===== config.mk =====
export PLATFORM = sky130hd
export DESIGN_NAME = mem_access_unit
export DESIGN_NICKNAME = d
export VERILOG_FILES = /design/src/rtl/control_types.sv /design/src/rtl/mem_lane_align.sv /design/src/rtl/mem_access_unit.sv
export SDC_FILE = /design/constraint.sdc
export NUM_CORES = 1
export LEC_CHECK = 0
export BUFFER_PORTS_ARGS = -buffer_cell sky130_fd_sc_hd__buf_2
export CAP_MARGIN = 20
export CORE_MARGIN = 5
export CORE_UTILIZATION = 30
export CTS_CLUSTER_DIAMETER = 40
export CTS_CLUSTER_SIZE = 30
export DETAILED_ROUTE_END_ITERATION = 10
export PLACE_DENSITY = 0.57
export SYNTH_ARGS = -nofsm -noshare
export SYNTH_HDL_FRONTEND = slang
export SYNTH_SLANG_ARGS = --single-unit

===== constraint.sdc =====
create_clock -name clk -period 5.8 [get_ports clk]
set_input_delay 1.45 -clock clk [delete_from_list [all_inputs] [get_ports clk]]
set_output_delay 1.45 -clock clk [all_outputs]
set_load 0.005 [all_outputs]

===== src/rtl/control_types.sv =====
// Shared pipeline control types: memory access size encodings and MEM-stage FSM states.
// Latency: n/a (types only).
// Backpressure: n/a (types only).
package control_types;

   // funct3 encoding of load/store width; 011, 110 and 111 are illegal.
   typedef enum logic [2:0] {
      MEMSZ_B  = 3'b000,
      MEMSZ_H  = 3'b001,
      MEMSZ_W  = 3'b010,
      MEMSZ_BU = 3'b100,
      MEMSZ_HU = 3'b101
   } mem_size_t;

   typedef enum logic [1:0] {
      MEMFSM_IDLE = 2'd0,
      MEMFSM_BUSY = 2'd1,
      MEMFSM_DONE = 2'd2
   } mem_fsm_t;

endpackage


===== src/rtl/mem_lane_align.sv =====
// Byte-lane steering for stores, lane extraction plus sign/zero extension for loads, alignment check.
// Latency: purely combinational.
// Backpressure: none.
// Ports: size (funct3), offset (addr[1:0]), store_data/load_word in; byte_en, store_lanes,
//        load_data and access_ok (legal size and naturally aligned) out.
module mem_lane_align
   import control_types::*;
(
   input  logic [2:0]  size,
   input  logic [1:0]  offset,
   input  logic [31:0] store_data,
   input  logic [31:0] load_word,
   output logic [3:0]  byte_en,
   output logic [31:0] store_lanes,
   output logic [31:0] load_data,
   output logic        access_ok
);

   logic [7:0]  sel_byte;
   logic [15:0] sel_half;

   always_comb begin
      sel_byte = load_word[7:0];
      case (offset)
         2'd0:    sel_byte = load_word[7:0];
         2'd1:    sel_byte = load_word[15:8];
         2'd2:    sel_byte = load_word[23:16];
         default: sel_byte = load_word[31:24];
      endcase
      // Halfwords are only ever taken from an even offset; offset[0] is rejected below.
      sel_half = offset[1] ? load_word[31:16] : load_word[15:0];
   end

   always_comb begin
      byte_en     = 4'b0000;
      store_lanes = 32'h0;
      load_data   = 32'h0;
      access_ok   = 1'b0;
      case (mem_size_t'(size))
         MEMSZ_B, MEMSZ_BU: begin
            access_ok   = 1'b1;
            byte_en     = 4'b0001 << offset;
            // Replicated on every lane so the byte enables alone pick the target byte.
            store_lanes = {4{store_data[7:0]}};
            load_data   = (mem_size_t'(size) == MEMSZ_B) ? {{24{sel_byte[7]}}, sel_byte}
                                                          : {24'h0, sel_byte};
         end
         MEMSZ_H, MEMSZ_HU: begin
            access_ok   = ~offset[0];
            byte_en     = 4'b0011 << offset;
            store_lanes = {2{store_data[15:0]}};
            load_data   = (mem_size_t'(size) == MEMSZ_H) ? {{16{sel_half[15]}}, sel_half}
                                                          : {16'h0, sel_half};
         end
         MEMSZ_W: begin
            access_ok   = (offset == 2'b00);
            byte_en     = 4'b1111;
            store_lanes = store_data;
            load_data   = load_word;
         end
         default: begin
            access_ok = 1'b0;
         end
      endcase
   end

endmodule


===== src/rtl/mem_access_unit.sv =====
// MEM-stage data-memory access unit: turns load/store control into word-aligned bus transactions.
// Latency: 2 stall cycles minimum (ack in first BUSY cycle); 1 stall cycle for an illegal access.
// Backpressure: mem_stall holds the upstream pipeline until bus_ack or TIMEOUT_CYCLES BUSY cycles.
// Ports: pipeline control/address/store data in; mem_data_out_mem, mem_stall, mem_fault out;
//        bus_req/bus_we/bus_addr/bus_be/bus_wdata out and bus_ack/bus_rdata in.
module mem_access_unit
   import control_types::*;
#(
   parameter int TIMEOUT_CYCLES = 16
) (
   input  logic        clk,
   input  logic        rst_n,
   input  logic        valid_mem,
   input  logic        mem_read_ctrl_mem,
   input  logic        mem_write_ctrl_mem,
   input  logic [2:0]  mem_size_ctrl_mem,
   input  logic [31:0] alu_result_mem,
   input  logic [31:0] mem_wr_data_mem,
   input  logic        flush,
   output logic [31:0] mem_data_out_mem,
   output logic        mem_stall,
   output logic        mem_fault,
   output logic        bus_req,
   output logic        bus_we,
   output logic [31:0] bus_addr,
   output logic [3:0]  bus_be,
   output logic [31:0] bus_wdata,
   input  logic        bus_ack,
   input  logic [31:0] bus_rdata
);

   localparam int            CW       = $clog2(TIMEOUT_CYCLES + 1);
   localparam logic [CW-1:0] CNT_LAST = CW'(TIMEOUT_CYCLES - 1);

   mem_fsm_t      state;
   logic [CW-1:0] cnt;
   logic          abort;

   logic          req;
   logic [3:0]    lane_be;
   logic [31:0]   lane_wdata;
   logic [31:0]   lane_load;
   logic          access_ok;

   assign req       = valid_mem & (mem_read_ctrl_mem | mem_write_ctrl_mem) & ~flush;
   // DONE is the single cycle the pipeline is released so MEM/WB captures the result.
   assign mem_stall = req & (state != MEMFSM_DONE);

   // Inputs are held stable by the stall, so the live address/size also format the read data.
   mem_lane_align u_lane_align (
      .size        (mem_size_ctrl_mem),
      .offset      (alu_result_mem[1:0]),
      .store_data  (mem_wr_data_mem),
      .load_word   (bus_rdata),
      .byte_en     (lane_be),
      .store_lanes (lane_wdata),
      .load_data   (lane_load),
      .access_ok   (access_ok)
   );

   always_ff @(posedge clk or negedge rst_n) begin
      if (!rst_n) begin
         state            <= MEMFSM_IDLE;
         cnt              <= '0;
         abort            <= 1'b0;
         bus_req          <= 1'b0;
         bus_we           <= 1'b0;
         bus_addr         <= 32'h0;
         bus_be           <= 4'b0000;
         bus_wdata        <= 32'h0;
         mem_data_out_mem <= 32'h0;
         mem_fault        <= 1'b0;
      end else begin
         case (state)
            MEMFSM_IDLE: begin
               if (req) begin
                  if (access_ok) begin
                     bus_req   <= 1'b1;
                     bus_we    <= mem_write_ctrl_mem;
                     bus_addr  <= {alu_result_mem[31:2], 2'b00};
                     bus_be    <= lane_be;
                     bus_wdata <= lane_wdata;
                     cnt       <= '0;
                     state     <= MEMFSM_BUSY;
                  end else begin
                     mem_fault        <= 1'b1;
                     mem_data_out_mem <= 32'h0;
                     state            <= MEMFSM_DONE;
                  end
               end
            end

            MEMFSM_BUSY: begin
               cnt <= cnt + 1'b1;
               if (flush) begin
                  abort <= 1'b1;
               end
               // The bus transaction always runs to ack or timeout; an abort only
               // suppresses the result and skips the DONE release cycle.
               if (bus_ack || (cnt == CNT_LAST)) begin
                  bus_req <= 1'b0;
                  if (abort || flush) begin
                     state <= MEMFSM_IDLE;
                     cnt   <= '0;
                     abort <= 1'b0;
                  end else begin
                     state            <= MEMFSM_DONE;
                     mem_fault        <= ~bus_ack;
                     mem_data_out_mem <= (bus_ack && !bus_we) ? lane_load : 32'h0;
                  end
               end
            end

            MEMFSM_DONE: begin
               state <= MEMFSM_IDLE;
               cnt   <= '0;
               abort <= 1'b0;
            end

            default: begin
               state <= MEMFSM_IDLE;
            end
         endcase
      end
   end

endmodule


==> Word-level counts from Yosys, hierarchy flattened <==
Index checks and enable logic that the tools add are counted.
{ "op_classes": {"n_div": 0, "n_eq_ne": 15, "order_cmp": 0, "addsub": 1, "mux": 37, "shift": 2, "bitwise": 7, "reduce_logical": 17, "multipliers": 0} }
{ "op_table": {"columns": ["op", "count"], "rows": [
  ["32-bit 2-to-1 mux", 7],
  ["32-bit case mux with 3 select lines", 2],
  ["32-bit case mux with 2 select lines", 1],
  ["8-bit case mux with 3 select lines", 1],
  ["5-bit 2-to-1 mux", 4],
  ["16-bit 2-to-1 mux", 1],
  ["5-bit case mux with 3 select lines", 1],
  ["2-bit inequality test, second input constant", 6],
  ["4-bit case mux with 3 select lines", 1],
  ["1-bit 2-to-1 mux", 10],
  ["2-bit 2-to-1 mux", 4],
  ["3-bit == test, second input constant", 2],
  ["1-bit case mux with 2 select lines", 3],
  ["3-bit AND reduction", 2],
  ["5-bit by 1-bit adder with 5-bit output, second input constant", 1],
  ["5-bit by 4-bit == test with 1-bit output, second input constant", 1],
  ["5-bit AND reduction", 1],
  ["2-bit by 1-bit == test with 1-bit output, second input constant", 2],
  ["2-bit == test, second input constant", 2],
  ["2-bit zero test", 2],
  ["2-bit case mux with 2 select lines", 1],
  ["4-bit AND reduction", 1],
  ["2-bit nonzero test", 2],
  ["2-bit OR reduction", 2],
  ["other kinds (14)", 19]
]} }
{ "totals": {"n_memories": 0, "latch_bits": 0, "reg_bits": 109, "mem_bits_rw": 0, "mem_bits_ro": 0, "elab_cells": 89, "inputBits": 106, "output_inout_bits": 104} }

==> Logic depth before layout (Yosys ltp) <==
Gate-level depths: netlist (run 1).
{ "logic_depth": {"ltp_word": 8, "depth_mapped": 10, "ltp_nobuf": 8} }

==> Modules after synthesis <==
A second synthesis (run 1) with hierarchy kept.
{ "hier_totals": {"cells_unflattened": 529, "hier_area_um2": 5906.9} }
{ "by_module_without_submodules": {"columns": ["module", "cells_each", "area_each_um2", "instances"], "rows": [
  ["mem_access_unit", 319, 4456.8, 1],
  ["mem_lane_align", 210, 1450.1, 1]
]} }

==> Least setup slack after synthesis (run 1) <==
OpenSTA, ideal clock, no wires.
{ "synth_path": {"path_kind": "input to output", "from": "input port mem_write_ctrl_mem", "to": "output port mem_stall", "path_stages": 3, "setup_slack_ns": 2.442, "arrival_time_ns": 1.908, "n_path_buf": 0, "required_ns": 4.350, "cell_sequence": "or2_2 nand2_1 nor2_1"} }
{ "synth_via": {"elab_chain_len": 4} }
{ "synth_rtl": {"columns": ["item", "line_no", "text"], "rows": [
  ["start: declaration", "mem_access_unit.sv:15", "input logic mem_write_ctrl_mem,"],
  ["1-bit OR", "mem_access_unit.sv:45", "assign req = valid_mem & (mem_read_ctrl_mem | mem_write_ctrl_mem) & ~flush;"],
  ["1-bit bitwise AND (2 in a row)", "mem_access_unit.sv:45", null],
  ["1-bit bitwise AND", "mem_access_unit.sv:47", "assign mem_stall = req & (state != MEMFSM_DONE);"],
  ["end: declaration", "mem_access_unit.sv:21", "output logic mem_stall,"]
]} }
Every way passes these cells.

==> Final worst setup path (run 1) <==
{ "layout_path": {"from": "input port flush", "to": "output port mem_stall"} }
{ "layout_via": {"elab_chain_len": 3} }
{ "layout_rtl": {"columns": ["item", "line_no", "text"], "rows": [
  ["start: declaration", "mem_access_unit.sv:19", "input logic flush,"],
  ["1-bit NOT", "mem_access_unit.sv:45", null],
  ["1-bit bitwise AND", "mem_access_unit.sv:45", null],
  ["1-bit bitwise AND", "mem_access_unit.sv:47", null]
]} }
Every way passes these cells.

==> metrics.csv, run 1 <==
stage,metric,value,unit
die,placeableCoreArea,0.0172,mm²
worst_hold_path,hold_class,flip-flop to flip-flop,
clock_tree,htree_levels,3,
finish,drive_gt1_share,43.7,%
clock_tree,cts_made_buffers,9,
finish,nFillCells,1717,
drt,first_pass_iters,5,
status,status,completed,
drt,viasPerCell,5.04,
synthesis,synth_warnings,0,
drt,wl,16300,µm
sta,fin_crit,3.81,ns
setup_path,startpoint_type,primary input,
finish,final_common_cell,buf_2,
finish,multiInputGateArea,0.00233,mm²
synthesis,postSynthCellCount,481,
finish,stdcell_count,906,
synthesis,synth_seq_area_share,51.9,%
pwr,ir_drop,0.171,mV
die,num_rows,48,
setup_path,cp_cell_sequence,buf_2 > nor2b_1 > nand2_1 > nor2_1 > buf_2,
setup_path,cp_common_cell,buf_2,
synthesis,ys_types,46,
die,die_w,142,µm
sta,relSlewSlack,41.1,%
setup_path,cp_num_cells,5,
clock_tree,cts_resized,0,
pwr,finalPower,2.51,mW
setup_path,crit_family,simple AND/OR/NAND/NOR gates,
clock_tree,postCtsSetupBuffers,0,
die,start_util,30.5,%
sta,tns,0,ns
setup_path,path_buf_inv,2,
drt,top_layer,met4,
clock_tree,cts_tree,done,
clock_tree,cts.path.max_buffers,2,
pwr,leakage,3.37,nW
drt,drtAntennaViolNets,0,
drt,drt_iter0_drc,317,
setup_path,worstPathMaxFanout,4,
finish,area_delta_synth_final,28.8,%
grt,grt_pass1_wl,25700,µm
setup_path,critical_path.startpoint,flush,
flow_run,max_cap_violations,0,
finish,seqCellArea,0.00273,mm²
finish,utilization,39.3,%
grt,antenna_found_initial,1,
sta,fmax,262,MHz
sta,hold_viol_final,0,
sta,finalCritPeriodShare,65.8,%
die,io_pins,210,
drt,wl_met2,8190,µm
setup_path,path_class,primary input to primary output,
sta,slew_violations,0,
sta,tightest_slew,0.876,ns
pwr,power_density,371,mW/mm²
drt,wl_met3,797,µm
synthesis,synth_area_per_cell,10.9,µm²
placed_design,portBuffers,207,
setup_path,regToRegStartpoint,cnt[0],
sta,worst_hold_slack,0.479,ns
die,die_area,0.0203,mm²
synthesis,synth_area,0.00525,mm²
placed_design,dp_cells,888,
grt,track_usage,15.7,%
placed_design,place_congestion,0.854,
grt,grt_overflow,0,
setup_path,critPathRequiredTime,4.35,ns
setup_path,reg2regPathDepth,8,
placed_design,dpl_cell_area,0.00647,mm²
clock_tree,clock_latency,0.35,ns
finish,nNetsFinal,786,
setup_path,reg2reg_to,mem_data_out_mem[4],
setup_path,regToRegSetupSlack,3.01,ns
sta,postLayoutSetupSlackWorst,1.99,ns
grt,grt_start_max_net_pins,65,
clock_tree,cts_hold_buf,0,
drt,drcViolationCount,0,
finish,final_area,0.00677,mm²
placed_design,dp_hpwl,12500,µm
setup_path,slowest_stage,nor2b_1,
clock_tree,root_buffer,clkbuf_16,
drt,num_vias,4564,
finish,layout_common_cells,"buf_2, dfrtp_1, nand2_1",
setup_path,worstPathArrival,2.36,ns
clock_tree,clock_sinks,109,
synthesis,async_flop_share,100,%
sta,finalClockSkew,0.00822,ns
synthesis,synth_enable_flop_cells,0,
drt,routedWlPerCell,18.0,µm
synthesis,ys_seq_elements,109,
clock_tree,path_clk_slew,0.07,ns
setup_path,worst_path_largest_cell_delay,0.31,ns
sta,rsz0062_at_grt,no,
setup_path,crit_end,mem_stall,
synthesis,synthFlopType,dfrtp_1,
grt,grt_pass1_vias,4765,
setup_path,crit_path_end_kind,primary output,
drt,met1Wirelength,6850,µm
placed_design,dp_slack,1.84,ns
die,chipHeight,142,µm
sta,setup_violations,0,
[worst min-delay path by stage]
stage	startpoint	to	slack, ns	cells after the start
detailed placement	bus_wdata[25]	bus_wdata[25]	0.47	2
finish	bus_wdata[25]	bus_wdata[25]	0.48	2
global route	cnt[3]	cnt[3]	0.50	1
floorplan	cnt[3]	cnt[3]	0.44	1
CTS	cnt[3]	cnt[3]	0.48	1
global placement	cnt[3]	cnt[3]	0.46	1
[metal layers]
layer / track usage [%] / vias up
li1: - / 2139
met1: 20.3 / 2265
met2: 26.2 / 136
met3: 2.49 / 24
met4: 6.75 / 0
met5: 0 / -
[final cells by class]
type                            instances  area share [%]
Sequential cell                       109            40.3
Multi-Input combinational cell        326            34.4
Timing Repair Buffer                  212            15.9
Tap cell                              225            4.16
Clock buffer                           10            3.53
Inverter                               17           0.943
Clock inverter                          6           0.758
Antenna cell                            1          0.0370
[cell families (layout without fill, tap and decap cells)]
group	count (synthesis)	in the layout	synth area share (%)
AO/OA/AOI/OAI	146	146	18.5
flip-flops	109	109	51.9
AND/OR/NAND/NOR	106	106	9.20
multiplexers	67	67	14.9
buffers and inverters	47	245	4.29
adder cells (fa/ha/maj)	5	5	1.19
other	1	3	0.0714
[sequential cells by signal (all words and copies together) (netlist names)]
| register | count |
|---|---|
| mem_data_out_mem | 32 |
| bus_we | 1 |
| cnt | 5 |
| bus_be | 4 |
| mem_fault | 1 |
| bus_req | 1 |
| bus_addr | 30 |
| state | 2 |
| bus_wdata | 32 |
| abort | 1 |
[power by group]
group / switching, mW / internal [mW]
clock: 0.298 / 0.311
combinational: 0.388 / 0.371
sequential: 0.137 / 1.00
total: 0.824 / 1.68
[cell usage after synthesis (3+ instances only)]
cell	n	share of area, %
a21oi_1	39	3.7
nor2_1	21	1.5
a221oi_1	8	1.3
a222oi_1	7	1.3
o21ai_0	42	4.0
mux2i_1	9	1.7
inv_1	17	1.2
clkbuf_1	11	0.79
a22oi_1	12	1.7
o21ai_1	3	0.29
buf_4	4	0.57
ha_1	5	1.2
a22o_1	8	1.3
buf_2	9	0.86
nor2b_1	5	0.60
buf_1	3	0.21
mux2_4	10	2.9
nor3_1	6	0.57
a221o_1	8	1.5
o31ai_1	10	1.4
buf_6	3	0.64
nand2_1	59	4.2
dfrtp_1	109	52
mux2_2	48	10
[worst register-to-register path, stage by stage (launching register included)]
cell	delay (ns)
dfrtp_1	0.41
ha_1	0.24
and3_1	0.19
ha_1	0.20
nor2_1	0.20
nor3_1	0.08
nor2_1	0.58
or2_1	0.58
o31ai_1	0.16
Power figures use the tool's default switching activity.
==> run 2: changes to the inputs <==
Settings changed: PLACE_DENSITY 0.57 to 0.59.
Clock period 5.8 ns to 3.1 ns, I/O delays scaled along.
==> metrics.csv, run 2 (same netlist as run 1, synthesis figures left out) <==
stage,metric,value,unit,change
finish,stdcell_count,916,,+1.1%
sta,slew_violations,0,,unchanged
setup_path,slowest_stage,or2_1,,
worst_hold_path,hold_class,primary input to async pin,,
die,chipHeight,142,µm,unchanged
finish,area_delta_synth_final,30.9,%,
sta,worst_hold_slack,0.292,ns,-0.187 ns
clock_tree,postCtsSetupBuffers,0,,unchanged
sta,fin_crit,2.47,ns,
setup_path,path_buf_inv,1,,-1
die,die_w,142,µm,unchanged
die,placeableCoreArea,0.0172,mm²,unchanged
placed_design,dpl_cell_area,0.00659,mm²,+1.9%
setup_path,reg2reg_to,mem_data_out_mem[13],,
setup_path,startpoint_type,flip-flop,,
finish,final_area,0.00688,mm²,+1.6%
finish,layout_common_cells,"buf_2, dfrtp_1, nand2_1",,
placed_design,dp_hpwl,11900,µm,-4.4%
die,io_pins,210,,unchanged
grt,antenna_found_initial,1,,unchanged
finish,drive_gt1_share,44.5,%,+0.82 points
clock_tree,cts_hold_buf,0,,unchanged
clock_tree,cts_resized,0,,unchanged
setup_path,path_class,flip-flop to flip-flop,,
grt,grt_start_max_net_pins,91,,+40%
drt,drtAntennaViolNets,0,,unchanged
pwr,power_density,677,mW/mm²,+83%
grt,track_usage,15.1,%,-0.57 points
drt,drt_iter0_drc,262,,-17%
setup_path,worstPathArrival,2.75,ns,+0.39 ns
placed_design,portBuffers,207,,unchanged
sta,setup_violations,0,,unchanged
grt,grt_overflow,0,,unchanged
setup_path,worst_path_largest_cell_delay,0.49,ns,+0.18 ns
clock_tree,clock_latency,0.35,ns,about the same
sta,finalCritPeriodShare,79.6,%,
sta,fmax,405,MHz,
sta,tightest_slew,0.621,ns,-0.254 ns
setup_path,cp_cell_sequence,ha_1 > and3_1 > ha_1 > nor2_1 > nor3_1 > nor2_1 > buf_4 > or2_1 > a22o_1,,
drt,first_pass_iters,8,,+3
finish,reg_top3,"bus_wdata (32), mem_data_out_mem (32), bus_addr (30)",,
sta,rsz0062_at_grt,no,,
clock_tree,cts_tree,done,,
drt,viasPerCell,4.78,,-5.1%
sta,hold_viol_final,0,,unchanged
flow_run,max_cap_violations,0,,unchanged
setup_path,regToRegStartpoint,cnt[0],,
clock_tree,clock_sinks,109,,unchanged
sta,tns,0,ns,unchanged
clock_tree,root_buffer,clkbuf_16,,
drt,drcViolationCount,0,,unchanged
die,start_util,30.5,%,unchanged
drt,num_vias,4379,,-4.1%
clock_tree,path_clk_slew,0.07,ns,about the same
finish,utilization,39.9,%,+0.64 points
finish,multiInputGateArea,0.00233,mm²,unchanged
finish,nFillCells,1724,,+0.41%
pwr,ir_drop,0.354,mV,+110%
drt,wl,15700,µm,-3.7%
die,num_rows,48,,unchanged
placed_design,dp_cells,899,,+1.2%
die,die_area,0.0203,mm²,unchanged
grt,grt_pass1_wl,24200,µm,-5.9%
grt,grt_pass1_vias,4451,,-6.6%
setup_path,regToRegSetupSlack,0.63,ns,-2.38 ns
finish,seqCellArea,0.00273,mm²,unchanged
setup_path,critPathRequiredTime,3.38,ns,-0.97 ns
sta,relSlewSlack,58.3,%,+17 points
drt,routedWlPerCell,17.1,µm,-4.8%
finish,final_common_cell,buf_2,,
sta,finalClockSkew,0.00742,ns,-0.000803 ns
clock_tree,htree_levels,3,,unchanged
placed_design,place_congestion,0.830,,-2.8%
setup_path,crit_family,simple AND/OR/NAND/NOR gates,,
finish,nNetsFinal,796,,+1.3%
clock_tree,cts.path.max_buffers,2,,unchanged
setup_path,worstPathMaxFanout,15,,+11
setup_path,reg2regPathDepth,9,,+1
setup_path,crit_path_end_kind,flip-flop,,
pwr,leakage,3.43,nW,+1.9%
clock_tree,cts_made_buffers,9,,unchanged
status,status,completed,,
[run 2: cell count changes in the layout (fill, tap and decap cells not counted), sizes merged]
cell / delta
buf: +10
inv: -4
clkinv: +3
clkbuf: +1
[run 2: routing by layer]
layer,wire (µm),vias to the layer above,share of wire [%],global-route usage (%)
li1,-,2154,-,-
met1,6740,2066,43,19.7
met2,7650,129,49,24.5
met3,790,30,5.0,2.86
met4,487,0,3.1,7.00
met5,0,-,0,0
[run 2: how the worst max path moves through the flow]
| stage | startpoint | endpoint | slack [ns] | depth (start not counted) |
|---|---|---|---|---|
| detailed placement | mem_size_ctrl_mem[2] | mem_data_out_mem[3] | 0.45 | 6 |
| floorplan | cnt[0] | mem_data_out_mem[22] | 0.80 | 9 |
| CTS | cnt[0] | mem_data_out_mem[3] | 0.67 | 9 |
| global route | cnt[0] | mem_data_out_mem[3] | 0.43 | 9 |
| finish | cnt[0] | mem_data_out_mem[13] | 0.63 | 9 |
| global placement | mem_size_ctrl_mem[2] | mem_data_out_mem[14] | 0.48 | 6 |
[run 2: power by group]
| group | switching (mW) | internal (mW) | total (mW) | leakage, nW |
|---|---|---|---|---|
| registers | 0.229 | 1.88 | 2.11 | 1.40 |
| logic | 0.711 | 0.714 | 1.43 | 1.89 |
| clock network | 0.536 | 0.590 | 1.13 | 0.141 |
| total | 1.48 | 3.18 | 4.66 | 3.43 |
[run 2: per-stage QoR]
stage	power, mW	setup WS [ns]
after global routing	4.99	0.435
after global placement	3.56	0.480
final	4.66	0.632
after floorplan	2.81	0.803
after CTS	4.74	0.670
after detailed placement	3.59	0.455
[run 2: final cells by class]
cell class / count / area share [%]
timing repair buffer: 222 / 17.3
tap: 225 / 4.09
inverter: 17 / 0.928
clock buffer: 11 / 3.67
multi-input combinational: 326 / 33.8
sequential: 109 / 39.7
clock inverter: 5 / 0.509
antenna: 1 / 0.0364
==> run 3: changes to the inputs <==
Settings changed: ABC_AREA set to 1, PLACE_DENSITY 0.59 to 0.56.
Clock period 3.1 ns to 2.5 ns, I/O delays scaled along.
==> metrics.csv, run 3 <==
stage,metric,value,unit,change
status,status,completed,,
drt,first_pass_iters,5,,-3
setup_path,cp_common_cell,nand2_1,,
synthesis,synth_top_area_cell,dfrtp_1,,
synthesis,ys_seq_elements,109,,unchanged
grt,grt_pass1_vias,5174,,+16%
synthesis,synthFlopType,dfrtp_1,,
sta,hold_viol_final,0,,unchanged
placed_design,dp_hpwl,13100,µm,+9.5%
pwr,intPower,4.18,mW,+31%
grt,antenna_found_initial,2,,+1
finish,layout_common_cells,"nand2_1, buf_2, dfrtp_1",,
synthesis,ys_top_cells_by_area,"dfrtp_1, nand2_1, nand3_1",,
die,chipHeight,147,µm,+3.1%
clock_tree,path_clk_slew,0.08,ns,about the same
sta,worst_hold_slack,0.199,ns,-0.0927 ns
finish,nNetsFinal,1080,,+36%
finish,final_common_cell,nand2_1,,
drt,wl,17800,µm,+14%
clock_tree,cts_hold_buf,0,,unchanged
sta,tns,0,ns,unchanged
placed_design,dp_slack,0.329,ns,-0.126 ns
worst_hold_path,hold_class,primary input to async pin,,
die,io_pins,210,,unchanged
synthesis,async_flop_share,100,%,unchanged
die,die_w,147,µm,+3.1%
pwr,switching_share,35.9,%,+4.2 points
pwr,leakage,4.34,nW,+27%
sta,rsz0062_at_grt,no,,
drt,viasPerCell,4.54,,-5.1%
synthesis,ys_types,31,,-33%
synthesis,synthTopCellsByCount,"nand2_1, dfrtp_1, nand3_1",,
synthesis,synth_seq_area_share,48.6,%,-3.3 points
synthesis,yosys.cell_count.top_type,nand2_1,,
synthesis,synth_warnings,0,,unchanged
drt,drtAntennaViolNets,0,,unchanged
setup_path,worstPathMaxFanout,33,,+18
synthesis,synth_top_area_share,48.6,%,-3.3 points
placed_design,portBuffers,207,,unchanged
clock_tree,cts.path.max_buffers,2,,unchanged
die,placeableCoreArea,0.0186,mm²,+7.8%
finish,area_delta_synth_final,28.8,%,
pwr,p_comb_share,34.1,%,+3.5 points
sta,fin_crit,1.92,ns,-0.545 ns
setup_path,worstPathArrival,2.22,ns,-0.53 ns
clock_tree,clock_latency,0.35,ns,about the same
synthesis,synth_area_per_cell,7.25,µm²,-34%
sta,setup_violations,0,,unchanged
pwr,power_density,902,mW/mm²,+33%
clock_tree,clock_sinks,109,,unchanged
sta,postLayoutSetupSlackWorst,0.577,ns,-0.0551 ns
clock_tree,root_buffer,clkbuf_16,,
flow_run,max_cap_violations,0,,unchanged
clock_tree,cts_made_buffers,9,,unchanged
setup_path,crit_path_end_kind,flip-flop,,
pwr,ir_drop,0.584,mV,+65%
die,num_rows,50,,+4.2%
sta,finalCritPeriodShare,76.9,%,-2.7 points
sta,relSlewSlack,57.7,%,-0.59 points
clock_tree,cts_tree,done,,
drt,num_vias,5479,,+25%
drt,drt_iter0_drc,287,,+9.5%
finish,drive_gt1_share,26.1,%,-18 points
finish,final_area,0.00723,mm²,+5.1%
grt,grt_overflow,0,,unchanged
sta,fmax,520,MHz,+28%
pwr,net-switching-power,2.34,mW,+58%
drt,routedWlPerCell,14.8,µm,-14%
setup_path,worst_path_largest_cell_delay,0.41,ns,-0.08 ns
clock_tree,cts_resized,0,,unchanged
synthesis,synth_enable_flop_cells,0,,unchanged
finish,diodes,0,,-1
sta,tightest_slew,0.630,ns,+0.00872 ns
pwr,p_seq_share,41.1,%,-4.1 points
placed_design,place_congestion,0.865,,+4.2%
setup_path,regToRegSetupSlack,0.58,ns,-0.06 ns
clock_tree,postCtsSetupBuffers,0,,unchanged
synthesis,postSynthCellCount,774,,+61%
die,die_area,0.0215,mm²,+6.4%
setup_path,startpoint_type,flip-flop,,
grt,grt_start_max_net_pins,85,,-6.6%
clock_tree,htree_levels,3,,unchanged
setup_path,critPathRequiredTime,2.79,ns,-0.59 ns
pwr,pwr-share-clk,24.8,%,+0.6 points
setup_path,path_class,flip-flop to flip-flop,,
finish,reg_top3,"bus_wdata (32), mem_data_out_mem (32), bus_addr (30)",,
setup_path,cp_cell_sequence,ha_1 > nand2_1 > nor2_1 > ha_1 > nor2_1 > nand2_1 > nand3_1 > nor2_2 > buf_4 > nand3_1 > nand2_1,,
grt,grt_pass1_wl,28200,µm,+17%
pwr,finalPower,6.52,mW,+40%
die,start_util,30.2,%,-0.26 points
synthesis,synth_area,0.00561,mm²,+6.9%
setup_path,slowest_stage,dfrtp_1,,
sta,finalClockSkew,0.00450,ns,-0.00292 ns
grt,track_usage,16.3,%,+1.2 points
drt,drcViolationCount,0,,unchanged
placed_design,dpl_cell_area,0.00690,mm²,+4.7%
sta,slew_violations,0,,unchanged
==> run 3: critical path: cells and delay by family, from the launching register on <==
family,cells,cell delay (ns)
and+or+nand+nor,8,0.77
DFF,1,0.41
buffers and inverters,1,0.34
adders and majority gates,2,0.33
==> run 3: cell type report <==
cell class | instances | area [µm²]
Tap cell | 234 | 293
Inverter | 46 | 173
Timing Repair Buffer | 221 | 1190
Sequential cell | 109 | 2730
Multi-Input combinational cell | 582 | 2510
Clock inverter | 7 | 105
Fill cell | 2009 | 11400
Clock buffer | 9 | 225
==> run 3: cells by family (layout without fill, tap and decap cells) <==
group / after synthesis / count (layout) / share of synthesized area, %
AOI/OAI and AO/OA: 50 / 50 / 5.33
adders and majority gates: 5 / 5 / 1.11
buffers and inverters: 84 / 283 / 6.91
DFF: 109 / 109 / 48.6
other: 1 / 2 / 0.0668
and+or+nand+nor: 525 / 525 / 38.0
==> run 3: worst paths after layout <==
| kind | from | end | cells after the start |
|---|---|---|---|
| max in group asynchronous | rst_n | bus_addr[9] | 2 |
| min reg2reg | bus_be[1] | bus_be[1] | 2 |
| min | rst_n | mem_data_out_mem[27] | 1 |
| max | cnt[0] | mem_data_out_mem[7] | 11 |
| max reg2reg | cnt[0] | mem_data_out_mem[7] | 11 |
| min in group clk | alu_result_mem[3] | bus_addr[3] | 3 |
==> run 3: per-layer routing <==
metal  vias to the layer above  wire length (µm)  track usage, %  share of wire [%]
met5                         -                21               0               0.12
met4                         4               388            5.88                2.2
met3                        28               945            3.33                5.3
met2                       156              8240            25.9                 46
met1                      2490              8240            22.1                 46
li1                       2801                 -               -                  -
==> run 3: power groups by stage <==
stage / Clock, mW / Combinational (mW) / Sequential (mW)
final: 1.62 / 2.22 / 2.68
after global routing: 1.75 / 2.51 / 2.76
after CTS: 1.67 / 2.28 / 2.68
after detailed placement: 0 / 2.27 / 2.72
after global placement: 0 / 2.25 / 2.71
after floorplan: 0 / 1.08 / 2.75
==> run 3: per-stage QoR <==
| step | std cells | util (%) |
|---|---|---|
| final | 1208 | 38.9 |
| after global routing | 1208 | 38.9 |
| after CTS | 1208 | 38.9 |
| after detailed placement | 1192 | 37.1 |
| after global placement | 1192 | 37.1 |
| after floorplan | 775 | - |
